===== src/rtl/eth_pkg.sv =====
// Shared definitions for the Ethernet host-bus blocks: bus cycle FSM states,
// sequencer mode codes and bus geometry.
package eth_pkg;

    localparam int unsigned BUS_W = 16;
    localparam int unsigned CNT_W = 4;

    typedef enum logic [2:0] {
        StIdle,
        StSetup,
        StStrobe,
        StHold,
        StRecover
    } bus_state_e;

    typedef enum logic [1:0] {
        ModeInit     = 2'b00,
        ModeTransmit = 2'b01,
        ModeReceive  = 2'b10,
        ModeIdle     = 2'b11
    } mode_e;

    // Down-counter preload for a phase lasting 'cycles' clock cycles (1..16).
    function automatic logic [CNT_W-1:0] cnt_load(input int unsigned cycles);
        return CNT_W'(cycles - 1);
    endfunction

endpackage


===== src/rtl/eth_bus_cycle_if.sv =====
// Request/response bundle between the mode multiplexer and the bus cycle engine.
interface eth_bus_cycle_if;
    import eth_pkg::*;

    logic             req;
    logic             req_wr;
    logic             req_cmd;
    logic [BUS_W-1:0] req_data;
    logic             busy;
    logic             done;
    logic [BUS_W-1:0] rdata;

    modport master (
        output req,
        output req_wr,
        output req_cmd,
        output req_data,
        input  busy,
        input  done,
        input  rdata
    );

    modport slave (
        input  req,
        input  req_wr,
        input  req_cmd,
        input  req_data,
        output busy,
        output done,
        output rdata
    );

endinterface


===== src/rtl/eth_bus_cycle.sv =====
// Single-transaction engine for the MAC/PHY 16-bit async host bus: strobe timing,
// SD drive/tristate control and read data capture. All bus pins are registered.
module eth_bus_cycle
    import eth_pkg::*;
#(
    parameter int unsigned STROBE_CYC  = 4,
    parameter int unsigned RECOVER_CYC = 2
) (
    input  logic             sysclk,
    input  logic             reset,
    eth_bus_cycle_if.slave   host,
    output logic             ETH_CSn,
    output logic             ETH_RDn,
    output logic             ETH_WRn,
    output logic             ETH_CMD,
    output logic [BUS_W-1:0] SD_out,
    output logic             SD_oe,
    input  logic [BUS_W-1:0] SD_in
);

    localparam logic [CNT_W-1:0] STROBE_LOAD  = cnt_load(STROBE_CYC);
    localparam logic [CNT_W-1:0] RECOVER_LOAD = cnt_load(RECOVER_CYC);

    bus_state_e       state_q, state_d;
    logic [CNT_W-1:0] cnt_q, cnt_d;
    logic             wr_q, wr_d;
    logic             csn_q, csn_d;
    logic             rdn_q, rdn_d;
    logic             wrn_q, wrn_d;
    logic             cmd_q, cmd_d;
    logic             oe_q, oe_d;
    logic [BUS_W-1:0] sdout_q, sdout_d;
    logic             busy_q, busy_d;
    logic             done_q, done_d;
    logic [BUS_W-1:0] rdata_q, rdata_d;

    // Next-state logic computes the pin values for the *next* cycle, so every
    // output comes straight from a flop.
    always_comb begin
        state_d = state_q;
        cnt_d   = cnt_q;
        wr_d    = wr_q;
        csn_d   = csn_q;
        rdn_d   = rdn_q;
        wrn_d   = wrn_q;
        cmd_d   = cmd_q;
        oe_d    = oe_q;
        sdout_d = sdout_q;
        busy_d  = busy_q;
        done_d  = 1'b0;
        rdata_d = rdata_q;

        unique case (state_q)
            StIdle: begin
                if (host.req) begin
                    state_d = StSetup;
                    wr_d    = host.req_wr;
                    busy_d  = 1'b1;
                    csn_d   = 1'b0;
                    cmd_d   = host.req_cmd;
                    oe_d    = host.req_wr;
                    sdout_d = host.req_wr ? host.req_data : '0;
                end
            end
            StSetup: begin
                state_d = StStrobe;
                cnt_d   = STROBE_LOAD;
                if (wr_q) begin
                    wrn_d = 1'b0;
                end else begin
                    rdn_d = 1'b0;
                end
            end
            StStrobe: begin
                if (cnt_q == '0) begin
                    state_d = StHold;
                    rdn_d   = 1'b1;
                    wrn_d   = 1'b1;
                    // Sample while RDn is still low at this edge.
                    if (!wr_q) begin
                        rdata_d = SD_in;
                    end
                end else begin
                    cnt_d = cnt_q - 1'b1;
                end
            end
            StHold: begin
                state_d = StRecover;
                cnt_d   = RECOVER_LOAD;
                csn_d   = 1'b1;
                oe_d    = 1'b0;
                cmd_d   = 1'b0;
            end
            StRecover: begin
                if (cnt_q == '0) begin
                    state_d = StIdle;
                    done_d  = 1'b1;
                    busy_d  = 1'b0;
                end else begin
                    cnt_d = cnt_q - 1'b1;
                end
            end
            default: begin
                state_d = StIdle;
            end
        endcase
    end

    always_ff @(posedge sysclk) begin
        if (reset) begin
            state_q <= StIdle;
            cnt_q   <= '0;
            wr_q    <= 1'b0;
            csn_q   <= 1'b1;
            rdn_q   <= 1'b1;
            wrn_q   <= 1'b1;
            cmd_q   <= 1'b0;
            oe_q    <= 1'b0;
            sdout_q <= '0;
            busy_q  <= 1'b0;
            done_q  <= 1'b0;
            rdata_q <= '0;
        end else begin
            state_q <= state_d;
            cnt_q   <= cnt_d;
            wr_q    <= wr_d;
            csn_q   <= csn_d;
            rdn_q   <= rdn_d;
            wrn_q   <= wrn_d;
            cmd_q   <= cmd_d;
            oe_q    <= oe_d;
            sdout_q <= sdout_d;
            busy_q  <= busy_d;
            done_q  <= done_d;
            rdata_q <= rdata_d;
        end
    end

    assign ETH_CSn    = csn_q;
    assign ETH_RDn    = rdn_q;
    assign ETH_WRn    = wrn_q;
    assign ETH_CMD    = cmd_q;
    assign SD_out     = sdout_q;
    assign SD_oe      = oe_q;
    assign host.busy  = busy_q;
    assign host.done  = done_q;
    assign host.rdata = rdata_q;

`ifndef SYNTHESIS
    // Bus-contention and strobe-qualification invariants.
    always @(posedge sysclk) begin
        if (!reset) begin
            assert (rdn_q || wrn_q);
            assert (!csn_q || (rdn_q && wrn_q));
            assert (!(oe_q && !wr_q));
            assert (!(oe_q && (state_q == StRecover || state_q == StIdle)));
        end
    end
`endif

endmodule


===== src/flat_wrapper.sv =====
// flat-port wrapper written by rule: the top's interface ports become plain ports
module eth_bus_cycle_flat import eth_pkg::*;
#(
    parameter int unsigned STROBE_CYC  = 4,
    parameter int unsigned RECOVER_CYC = 2
)
  (sysclk, reset, ETH_CSn, ETH_RDn, ETH_WRn, ETH_CMD, SD_out, SD_oe, SD_in, host_req, host_req_wr, host_req_cmd, host_req_data, host_busy, host_done, host_rdata);
  eth_bus_cycle_if host_i ();
  input  logic sysclk;
  input  logic reset;
  output logic ETH_CSn;
  output logic ETH_RDn;
  output logic ETH_WRn;
  output logic ETH_CMD;
  output logic [BUS_W-1:0] SD_out;
  output logic SD_oe;
  input  logic [BUS_W-1:0] SD_in;
  input wire logic [$bits(host_i.req)-1:0] host_req;
  input wire logic [$bits(host_i.req_wr)-1:0] host_req_wr;
  input wire logic [$bits(host_i.req_cmd)-1:0] host_req_cmd;
  input wire logic [$bits(host_i.req_data)-1:0] host_req_data;
  output wire logic [$bits(host_i.busy)-1:0] host_busy;
  output wire logic [$bits(host_i.done)-1:0] host_done;
  output wire logic [$bits(host_i.rdata)-1:0] host_rdata;
  assign host_i.req = host_req;
  assign host_i.req_wr = host_req_wr;
  assign host_i.req_cmd = host_req_cmd;
  assign host_i.req_data = host_req_data;
  assign host_busy = host_i.busy;
  assign host_done = host_i.done;
  assign host_rdata = host_i.rdata;
  eth_bus_cycle #(.STROBE_CYC(STROBE_CYC), .RECOVER_CYC(RECOVER_CYC)) u_core (.sysclk(sysclk), .reset(reset), .host(host_i), .ETH_CSn(ETH_CSn), .ETH_RDn(ETH_RDn), .ETH_WRn(ETH_WRn), .ETH_CMD(ETH_CMD), .SD_out(SD_out), .SD_oe(SD_oe), .SD_in(SD_in));
endmodule

===== config.mk =====
export PLATFORM = sky130hd
export DESIGN_NAME = eth_bus_cycle_flat
export DESIGN_NICKNAME = d
export VERILOG_FILES = /design/src/rtl/eth_pkg.sv /design/src/rtl/eth_bus_cycle_if.sv /design/src/rtl/eth_bus_cycle.sv /design/src/flat_wrapper.sv
export SDC_FILE = /design/constraint.sdc
export NUM_CORES = 1
export LEC_CHECK = 0
export CORE_ASPECT_RATIO = 0.6
export CORE_UTILIZATION = 28
export DETAILED_ROUTE_END_ITERATION = 8
export MAX_ROUTING_LAYER = met4
export PLACE_DENSITY = 0.54
export SKIP_CTS_REPAIR_TIMING = 1
export SLEW_MARGIN = 0
export SYNTH_ARGS = -nofsm -noshare
export SYNTH_HDL_FRONTEND = slang
export SYNTH_SLANG_ARGS = --single-unit

===== constraint.sdc =====
create_clock -name sysclk -period 4.6 [get_ports sysclk]
set_clock_uncertainty 0.15 [all_clocks]
set_input_delay 0.69 -clock sysclk [delete_from_list [all_inputs] [get_ports sysclk]]
set_output_delay 0.69 -clock sysclk [all_outputs]
set_load 0.05 [all_outputs]

* After elaboration in Yosys (flattened, before gate mapping)
Index checks and enable logic that the tools add are counted.
** Storage, ports and cells
- Register bits :: 47
- Bits of input ports :: 37
- Output and inout port bits :: 39
** Operators by class
- $add $sub $neg :: 1
- Equality and inequality tests :: 10
- Mux-type cells :: 22
- Bitwise logic cells :: 2
- Reduce and logical (&&, ||, !) cells :: 16
** Operators with widths (number)
- 16-bit two-way mux :: 1
- 3-bit one-hot mux with 5 select lines :: 1
- 3-bit AND reduction :: 5
- 1-bit one-hot mux with 2 select lines :: 6
- 4-bit one-hot mux with 3 select lines :: 1
- 1-bit two-way mux :: 9
- 3-bit two-way mux :: 3
- 3-bit by 2-bit equality test with 1-bit output (second input constant) :: 2
- 2-bit by 1-bit != test with 1-bit output (second input constant) :: 3
- 2-bit != test (second input constant) :: 3
- 2-bit AND reduction :: 3
- 2-bit nonzero test :: 3
- 4-bit zero test :: 1
- 4-bit two-way mux :: 1
- 2-bit OR reduction :: 2
- 4-bit by 1-bit subtractor with 4-bit output (second input constant) :: 1
- 3-bit by 1-bit equality test with 1-bit output (second input constant) :: 1
- 3-bit equality test (second input constant) :: 1
- 3-bit zero test :: 1
- 3-bit nonzero test :: 1
- 1-bit NOT :: 2

* Logic depth before layout (Yosys ltp)
Gate-level depths: netlist (run 1).
- Word-level depth :: 4
- Depth in mapped cells :: 7

* Worst setup path after synthesis (run 1)
No wires, ideal clock.
- Kind :: input -> register
- From :: input host_req
- To :: register u_core.sdout_q[0], in the netlist u_core.SD_out[0]
- Arrival :: 1441 ps
- Path slack :: 2877 ps
- Cell stages on the path :: 4
- Path through :: or4b_4 > buf_2 > nand2_1 > a21oi_1
** On the way
- Word-level cells in the longest chain between the ends :: 1
** RTL lines
- start, declared :: line flat_wrapper.sv:18 : input wire logic [$bits(host_i.req)-1:0] host_req;
- 2-bit AND reduction (no line)
- end signal, assigned :: line eth_bus_cycle.sv:132 : sdout_q <= sdout_d;
- end, declared :: line eth_bus_cycle.sv:32 : logic [BUS_W-1:0] sdout_q, sdout_d;
No other way between the ends.
A chain may end at the register's enable or synchronous reset.

==> results.yml, run 1 <==
synth:
  synth_most_common_cell: "nand2_1"
  synth_area_mm2: 0.00201
  yosys_most_used_dff: "dfxtp_1"
  synth-seq-cells: 47
  synth_common_cells: "nand2_1 (56), dfxtp_1 (47), a21oi_1 (22)"
  yosys.cell_types.count: 42
  syn-num-nets: 266
  syn_inst: 228
  synth_area_per_cell_um2: 8.82
  synth_area_leader_cell: "dfxtp_1"
  synth_edf_count: 0
  seq_area_frac_synth_pct: 46.8
  synth_area_leaders: "dfxtp_1 (47%), nand2_1 (10%), mux2i_1 (8.5%), a21oi_1 (5.5%), nand3_1 (4.2%)"
  yosys.area.top_type_share_pct: 46.8
  yosys_warnings: 0
  async_flop_share_pct: 0
detailed_routing:
  vias_per_cell: 4.57
  drc: 5
  detail_route.wl_per_cell_um: 12.4
  wirelength_um: 4750
  vias: 1744
  postRouteAntennaNets: 0
  initialDrtViolationCount: 64
  firstDrtPassIters: 6
sta:
  fin_crit_sh_pct: 55.2
  tightest_slew_ns: 0.957
  maxClockFrequency_mhz: 394
  setup_tns_ns: 0
  timing.final.crit_period_ns: 2.54
  setup_viol: 0
  holdWs_ns: 0.304
  finalHoldViolations: 0
  slew_violations: 0
  slew_headroom_pct: 36.2
  grt_setup_unrepaired: "false"
clocking:
  cts_made_buffers: 5
  cts_tree: "built"
  cts.path.max_buffers: 2
  path_clk_slew_ns: 0.06
  cts_num_sinks: 47
  clk_latency_ns: 0.28
  htreeDepth: 2
  root_buffer: "clkbuf_16"
worst_hold_path:
  min_path_type: "register to register"
  min_from: "u_core.SD_out[7]"
setup_path:
  crit_fanout: 30
  regToRegSetupSlack_ns: 2.14
  r2r-start: "u_core.cnt_q[0]"
  setup.worst_path.class: "input pin to register"
  arrival_ns: 2.56
  end_kind: "register"
  startpoint_type: "input pin"
  cp-startpoint: "reset"
  worstPathRequired_ns: 4.62
cells_and_area:
  stdcell_area_mm2: 0.00292
  fin_nets: 332
  nFillCells: 682
  diodes: 0
  finalCoreUtilization_pct: 42.8
  area_growth_pct: 45.1
  drive_gt1_share_pct: 5.08
placement:
  globalplace.congestion: 0.708
  dp_hpwl_um: 3480
  place_area_mm2: 0.00276
  portBuffers: 75
die:
  start_util_pct: 29.5
  core_mm2: 0.00682
  die_w_um: 111
  row_count: 23
  dieArea_mm2: 0.00754
  ioPinCount: 76
  fp.dieH_um: 67.6
global_routing:
  antenna_found_initial: 0
  grt_util_all_layers_pct: 13.4
  grt_pass1_wl_um: 7640
  grt-ovfl-total: 0
  grt_pass1_vias: 1549
  grt_max_degree: 31
power:
  vdd_drop_max_mv: 0.229
  fin_total_pwr_mw: 1.24
  power_density_mw_per_mm2: 425
  p_leak_nw: 1.03
status:
  violations: "design-rule violations"
  outcome: "finished, violations left"
job:
  max-cap-violations: 0
## per-layer routing
layer | track usage [%] | share of wire, %
met1 | 18.8 | 54
met2 | 18.0 | 41
met3 | 3.14 | 3.4
met4 | 5.57 | 1.3
met5 | - | 0
## flip-flops by register name, indices dropped and copies added (netlist names)
name and flops:
u_core.wr_q 1, u_core.cnt_q 4, u_core.SD_oe 1, u_core.host.rdata 16
u_core.state_q 3, u_core.ETH_CSn 1, u_core.SD_out 16, u_core.host.done 1
u_core.ETH_CMD 1, u_core.ETH_WRn 1, u_core.host.busy 1, u_core.ETH_RDn 1
## where the power goes
group / internal (mW) / total (mW) / switching [mW]
registers: 0.449 / 0.493 / 0.0443
logic: 0.153 / 0.382 / 0.229
clock network: 0.217 / 0.366 / 0.149
total: 0.819 / 1.24 / 0.422
## critical path: stages
cell and delay, ns:
clkdlybuf4s50_1 0.45, buf_4 0.31, clkinv_1 0.50, and3_1 0.35
mux2_2 0.25
## worst paths after layout
path              cells after the start                    to
setup / recovery                      5       u_core.cnt_q[3]
hold / removal                        2      u_core.SD_out[7]
setup reg to reg                      5  u_core.host.rdata[1]
hold reg to reg                       2      u_core.SD_out[7]
## kinds of logic (layout without fill, tap and decap cells)
group	after synthesis	in the layout	synth area share, %
and+or+nand+nor	97	97	23.6
DFF	47	47	46.8
AOI/OAI and AO/OA	40	40	11.9
buffers and inverters	23	90	7.09
muxes	18	18	9.02
xor gates and xnor gates	2	2	0.871
adders and majority gates	1	1	0.622
## cells in the final DEF (no fill, tap or decap), drive strengths merged, types with 2 or more instances in the layout
cell type      count
mux2i             17
buf                2
nor4               2
a22oi              2
or3b               2
nand3             17
a21oi             22
clkbuf             6
o31ai              2
clkinv             2
and2b              2
nand2             56
dfxtp             47
clkdlybuf4s50     75
nor3               4
nor2               5
nor3b              2
o21ai              5
a21o               2
inv                4
## metrics by stage
stage,instances,worst slack (ns)
finish,382,2.06
detailed placement,374,1.73
global placement,374,1.75
CTS,382,2.03
floorplan,228,2.88
global route,382,1.88
## final cells by class
class	instances	area [um^2]	share of cell area, %
well taps	87	109	3.73
inverters	5	18.8	0.644
clock buffers	6	139	4.76
clock inverters	2	16.3	0.558
repair buffers	77	766	26.3
multi-input cells	158	927	31.8
flip-flops and latches	47	941	32.3
Note: power is estimated with default switching activity, not from simulation.
==> run 2: changes to the inputs <==
Clock period 4.6 ns to 2.4 ns, I/O delays scaled along.
==> results.yml, run 2 (same netlist as run 1, synthesis figures left out) <==
cells_and_area:
  final_cell_mix: "clkdlybuf4s50_1 (75), nand2_1 (56), dfxtp_1 (47), a21oi_1 (22)"
  layout_commonest_cell: "clkdlybuf4s50_1"
  area_growth_pct: 47.0
  multiInputGateArea_um2: 927
  fin_cells: 387
  diodes: 0
  drive_gt1_share_pct: 6.33
  fin_nets: 337
  regArea_um2: 941
  nFillCells: 692
placement:
  dp_hpwl_um: 3550
  globalplace.congestion: 0.736
  placed_cells: 379
  portBuffers: 75
setup_path:
  path_buf_inv: 1
  startpoint_type: "register"
  setup.worst_path.class: "register to primary output"
  crit_path_top_delay_cell: "clkdlybuf4s50_1"
  path_depth: 1
  crit_fanout: 2
  r2r_end: "u_core.cnt_q[3]"
  arrival_ns: 1.44
  cp_top_family: "buffers and inverters"
  worstPathCellList: "clkdlybuf4s50_1"
  worstPathRequired_ns: 1.89
  reg2regPathDepth: 5
  end_kind: "primary output"
  regToRegSetupSlack_ns: 0.57
  r2r-start: "u_core.cnt_q[0]"
  max_stage_delay_ns: 0.82
detailed_routing:
  routedLengthMet1_um: 2690
  wirelength_um: 4960
  initialDrtViolationCount: 95
  vias_per_cell: 4.60
  drc: 6
  detail_route.wl_per_cell_um: 12.8
  top_layer: "met4"
  postRouteAntennaNets: 0
  wl_met3_um: 184
  firstDrtPassIters: 6
  vias: 1779
  wl_met2_um: 1990
clocking:
  root_buffer: "clkbuf_16"
  cts.path.max_buffers: 2
  htreeDepth: 2
  cts_made_buffers: 5
  cts_tree: "built"
  path_clk_slew_ns: 0.06
  cts_num_sinks: 47
  clk_latency_ns: 0.29
die:
  core_mm2: 0.00682
  start_util_pct: 29.5
  row_count: 23
  ioPinCount: 76
  die_w_um: 111
  fp.dieH_um: 67.6
  dieArea_mm2: 0.00754
status:
  violations: "design-rule violations"
  outcome: "finished, violations left"
power:
  fin_total_pwr_mw: 2.44
  power_density_mw_per_mm2: 825
  vdd_drop_max_mv: 0.303
  comb_power_share_pct: 31.7
  netSwitchingFraction_pct: 33.5
  p_switching_mw: 0.816
  p_int_mw: 1.62
  sequentialPowerShare_pct: 38.5
  clockPowerShare_pct: 29.8
  p_leak_nw: 1.06
sta:
  slew_violations: 0
  slew_headroom_pct: 58.7
  finalHoldViolations: 0
  timing.final.crit_period_ns: 1.95
  setup_viol: 0
  holdWs_ns: 0.300
  grt_setup_unrepaired: "false"
  fin_crit_sh_pct: 81.2
  tightest_slew_ns: 0.618
  setup_tns_ns: 0
  maxClockFrequency_mhz: 513
global_routing:
  grt_pass1_vias: 1552
  grt_max_degree: 33
  grt_pass1_wl_um: 7770
  antenna_found_initial: 0
  grt_util_all_layers_pct: 13.9
  grt-ovfl-total: 0
worst_hold_path:
  worstHoldPathCells: 2
  min_to: "u_core.SD_out[0]"
  min_from: "u_core.SD_out[0]"
  min_path_type: "register to register"
job:
  max-cap-violations: 0
==> run 2: area by class of cell <==
class	count	share of cell area [%]
timing repair buffer	82	27.2
inverter	5	0.635
multi-input combinational	158	31.4
clock buffer	8	5.29
tap	87	3.68
sequential	47	31.8
==> run 2: worst max-delay path by stage <==
| stage | from | to |
|---|---|---|
| final | u_core.ETH_WRn | ETH_WRn |
| after global routing | u_core.ETH_RDn | ETH_RDn |
| after CTS | u_core.ETH_RDn | ETH_RDn |
| after detailed placement | host_req | u_core.ETH_CSn |
| after global placement | host_req | u_core.ETH_CSn |
| after floorplan | u_core.cnt_q[0] | u_core.host.rdata[10] |
==> run 2: per-stage QoR <==
| stage | util, % | setup slack (ns) | cell area [um^2] |
|---|---|---|---|
| after floorplan | - | 0.704 | 2010 |
| after global placement | 41.0 | 0.446 | 2800 |
| after detailed placement | 41.0 | 0.428 | 2800 |
| after CTS | 43.3 | 0.420 | 2960 |
| after global routing | 43.3 | 0.384 | 2960 |
| final | 43.3 | 0.451 | 2960 |
==> run 2: power groups by stage <==
stage	Clock, mW	Combinational (mW)	Sequential [mW]
2_1_floorplan	0	0.377	1.11
3_3_place_gp	0	0.770	0.953
3_5_place_dp	0	0.774	0.956
4_1_cts	0.768	0.779	0.938
5_1_grt	0.799	0.834	0.951
6_report	0.726	0.773	0.939
==> run 2: per-layer routing <==
| metal | GRT usage [%] | vias up |
|---|---|---|
| li1 | - | 921 |
| met1 | 19.7 | 823 |
| met2 | 17.9 | 29 |
| met3 | 3.50 | 6 |
| met4 | 7.09 | 0 |
| met5 | - | - |
==> run 3: changes to the inputs <==
Settings changed: PLACE_DENSITY 0.54 to 0.56.
Clock period 2.4 ns to 1.6 ns, I/O delays scaled along.
==> results.yml, run 3 (same netlist as run 1, synthesis figures left out) <==
clocking:
  cts_num_sinks: 47
  path_clk_slew_ns: 0.07
  clk_latency_ns: 0.29
  root_buffer: "clkbuf_16"
  htreeDepth: 2
  cts_tree: "built"
  cts_made_buffers: 5
  cts.path.max_buffers: 2
detailed_routing:
  detail_route.wl_per_cell_um: 13.7
  firstDrtPassIters: 6
  vias_per_cell: 4.56
  initialDrtViolationCount: 57
  wirelength_um: 5550
  drc: 6
  postRouteAntennaNets: 0
  vias: 1851
die:
  dieArea_mm2: 0.00754
  start_util_pct: 29.5
  row_count: 23
  die_w_um: 111
  core_mm2: 0.00682
  ioPinCount: 76
  fp.dieH_um: 67.6
setup_path:
  crit_fanout: 6
  arrival_ns: 1.62
  startpoint_type: "register"
  end_kind: "register"
  path_buf_inv: 1
  worstPathRequired_ns: 1.63
  setup.worst_path.class: "register to register"
  crit_path_top_delay_cell: "or3b_4"
  max_stage_delay_ns: 0.42
  worstPathCellList: "inv_4, ha_4, or3b_4, nand3_2, mux2_4"
  cp_top_family: "simple AND/OR/NAND/NOR gates"
sta:
  worst_slack_ns: 0.00870
  setup_tns_ns: 0
  slew_violations: 0
  slew_headroom_pct: 75.1
  tightest_slew_ns: 0.370
  setup_viol: 0
  maxClockFrequency_mhz: 628
  timing.final.crit_period_ns: 1.59
  grt_setup_unrepaired: "true"
  finalHoldViolations: 0
  fin_crit_sh_pct: 99.5
global_routing:
  grt-ovfl-total: 0
  grt_max_degree: 32
  grt_pass1_vias: 1690
  grt_util_all_layers_pct: 15.0
  antenna_found_initial: 0
  grt_pass1_wl_um: 8580
placement:
  dp_hpwl_um: 3990
  dpl_worst_slack_ns: -0.214
  portBuffers: 75
  globalplace.congestion: 0.800
cells_and_area:
  area_growth_pct: 81.8
  diodes: 0
  nFillCells: 592
  layout_commonest_cell: "nand2_1"
  drive_gt1_share_pct: 28.8
  multiInputGateArea_um2: 976
  fin_nets: 356
  regArea_um2: 951
  final_cell_mix: "nand2_1 (56), buf_12 (43), dfxtp_1 (43), clkdlybuf4s50_1 (36)"
worst_hold_path:
  min_path_type: "register to register"
power:
  vdd_drop_max_mv: 0.465
  power_density_mw_per_mm2: 1190
  p_leak_nw: 1.39
job:
  max-cap-violations: 0
status:
  violations: "design-rule violations"
  outcome: "finished, violations left"
run 3: cell types whose count changed in the layout (fill, tap and decap cells not counted), moves of 3 or more:
cell and delta:
buf_4 +12, clkdlybuf4s50_1 -39, a21oi_2 +3, a21oi_1 -3, dfxtp_1 -4, buf_12 +43
run 3: path summary, 6_finish.rpt:
path              startpoint         endpoint  slack (ns)  depth (start not counted)
max          u_core.cnt_q[0]  u_core.cnt_q[3]       0.009                          5
max reg2reg  u_core.cnt_q[0]  u_core.cnt_q[3]       0.009                          5
min reg2reg      u_core.wr_q      u_core.wr_q        0.33                          2
min              u_core.wr_q      u_core.wr_q        0.33                          2
run 3: routing by layer:
layer | track usage, % | wire, um | vias to the layer above
met1 | 21.2 | 3010 | 858
met5 | - | 0 | -
met3 | 3.41 | 175 | 6
met2 | 21.0 | 2300 | 26
met4 | 4.05 | 57 | 0
li1 | - | - | 961
run 3: worst reg2reg max path: cells and delay by family (launching register included):
kind                     cells  cell delay, ns
buffers and inverters        1            0.05
adder cells (fa/ha/maj)      1            0.13
flip-flops                   1            0.35
multiplexers                 1            0.29
AND/OR/NAND/NOR              2            0.51
run 3: layout make-up:
class | instances | area share [%]
tap | 87 | 2.98
clock inverter | 3 | 1.30
timing repair buffer | 101 | 39.0
sequential | 47 | 26.0
inverter | 5 | 0.582
clock buffer | 5 | 3.42
multi-input combinational | 158 | 26.7
run 3: where the power goes:
part	internal [mW]	total, mW	switching (mW)
clock	0.745	1.21	0.464
combinational	0.904	1.72	0.820
sequential	1.30	1.43	0.127
run 3: per-stage QoR:
| step | instance area [um^2] | instances | power [mW] | utilization (%) | hold slack [ns] |
|---|---|---|---|---|---|
| 2_1_floorplan | 2050 | 228 | 2.32 | - | 0.225 |
| 3_3_place_gp | 3380 | 393 | 2.99 | 49.5 | 0.316 |
| 3_5_place_dp | 3380 | 393 | 3.02 | 49.5 | 0.322 |
| 4_1_cts | 3550 | 401 | 4.23 | 52.0 | 0.335 |
| 5_1_grt | 3650 | 406 | 4.58 | 53.6 | 0.349 |
| 6_report | 3650 | 406 | 4.36 | 53.6 | 0.330 |
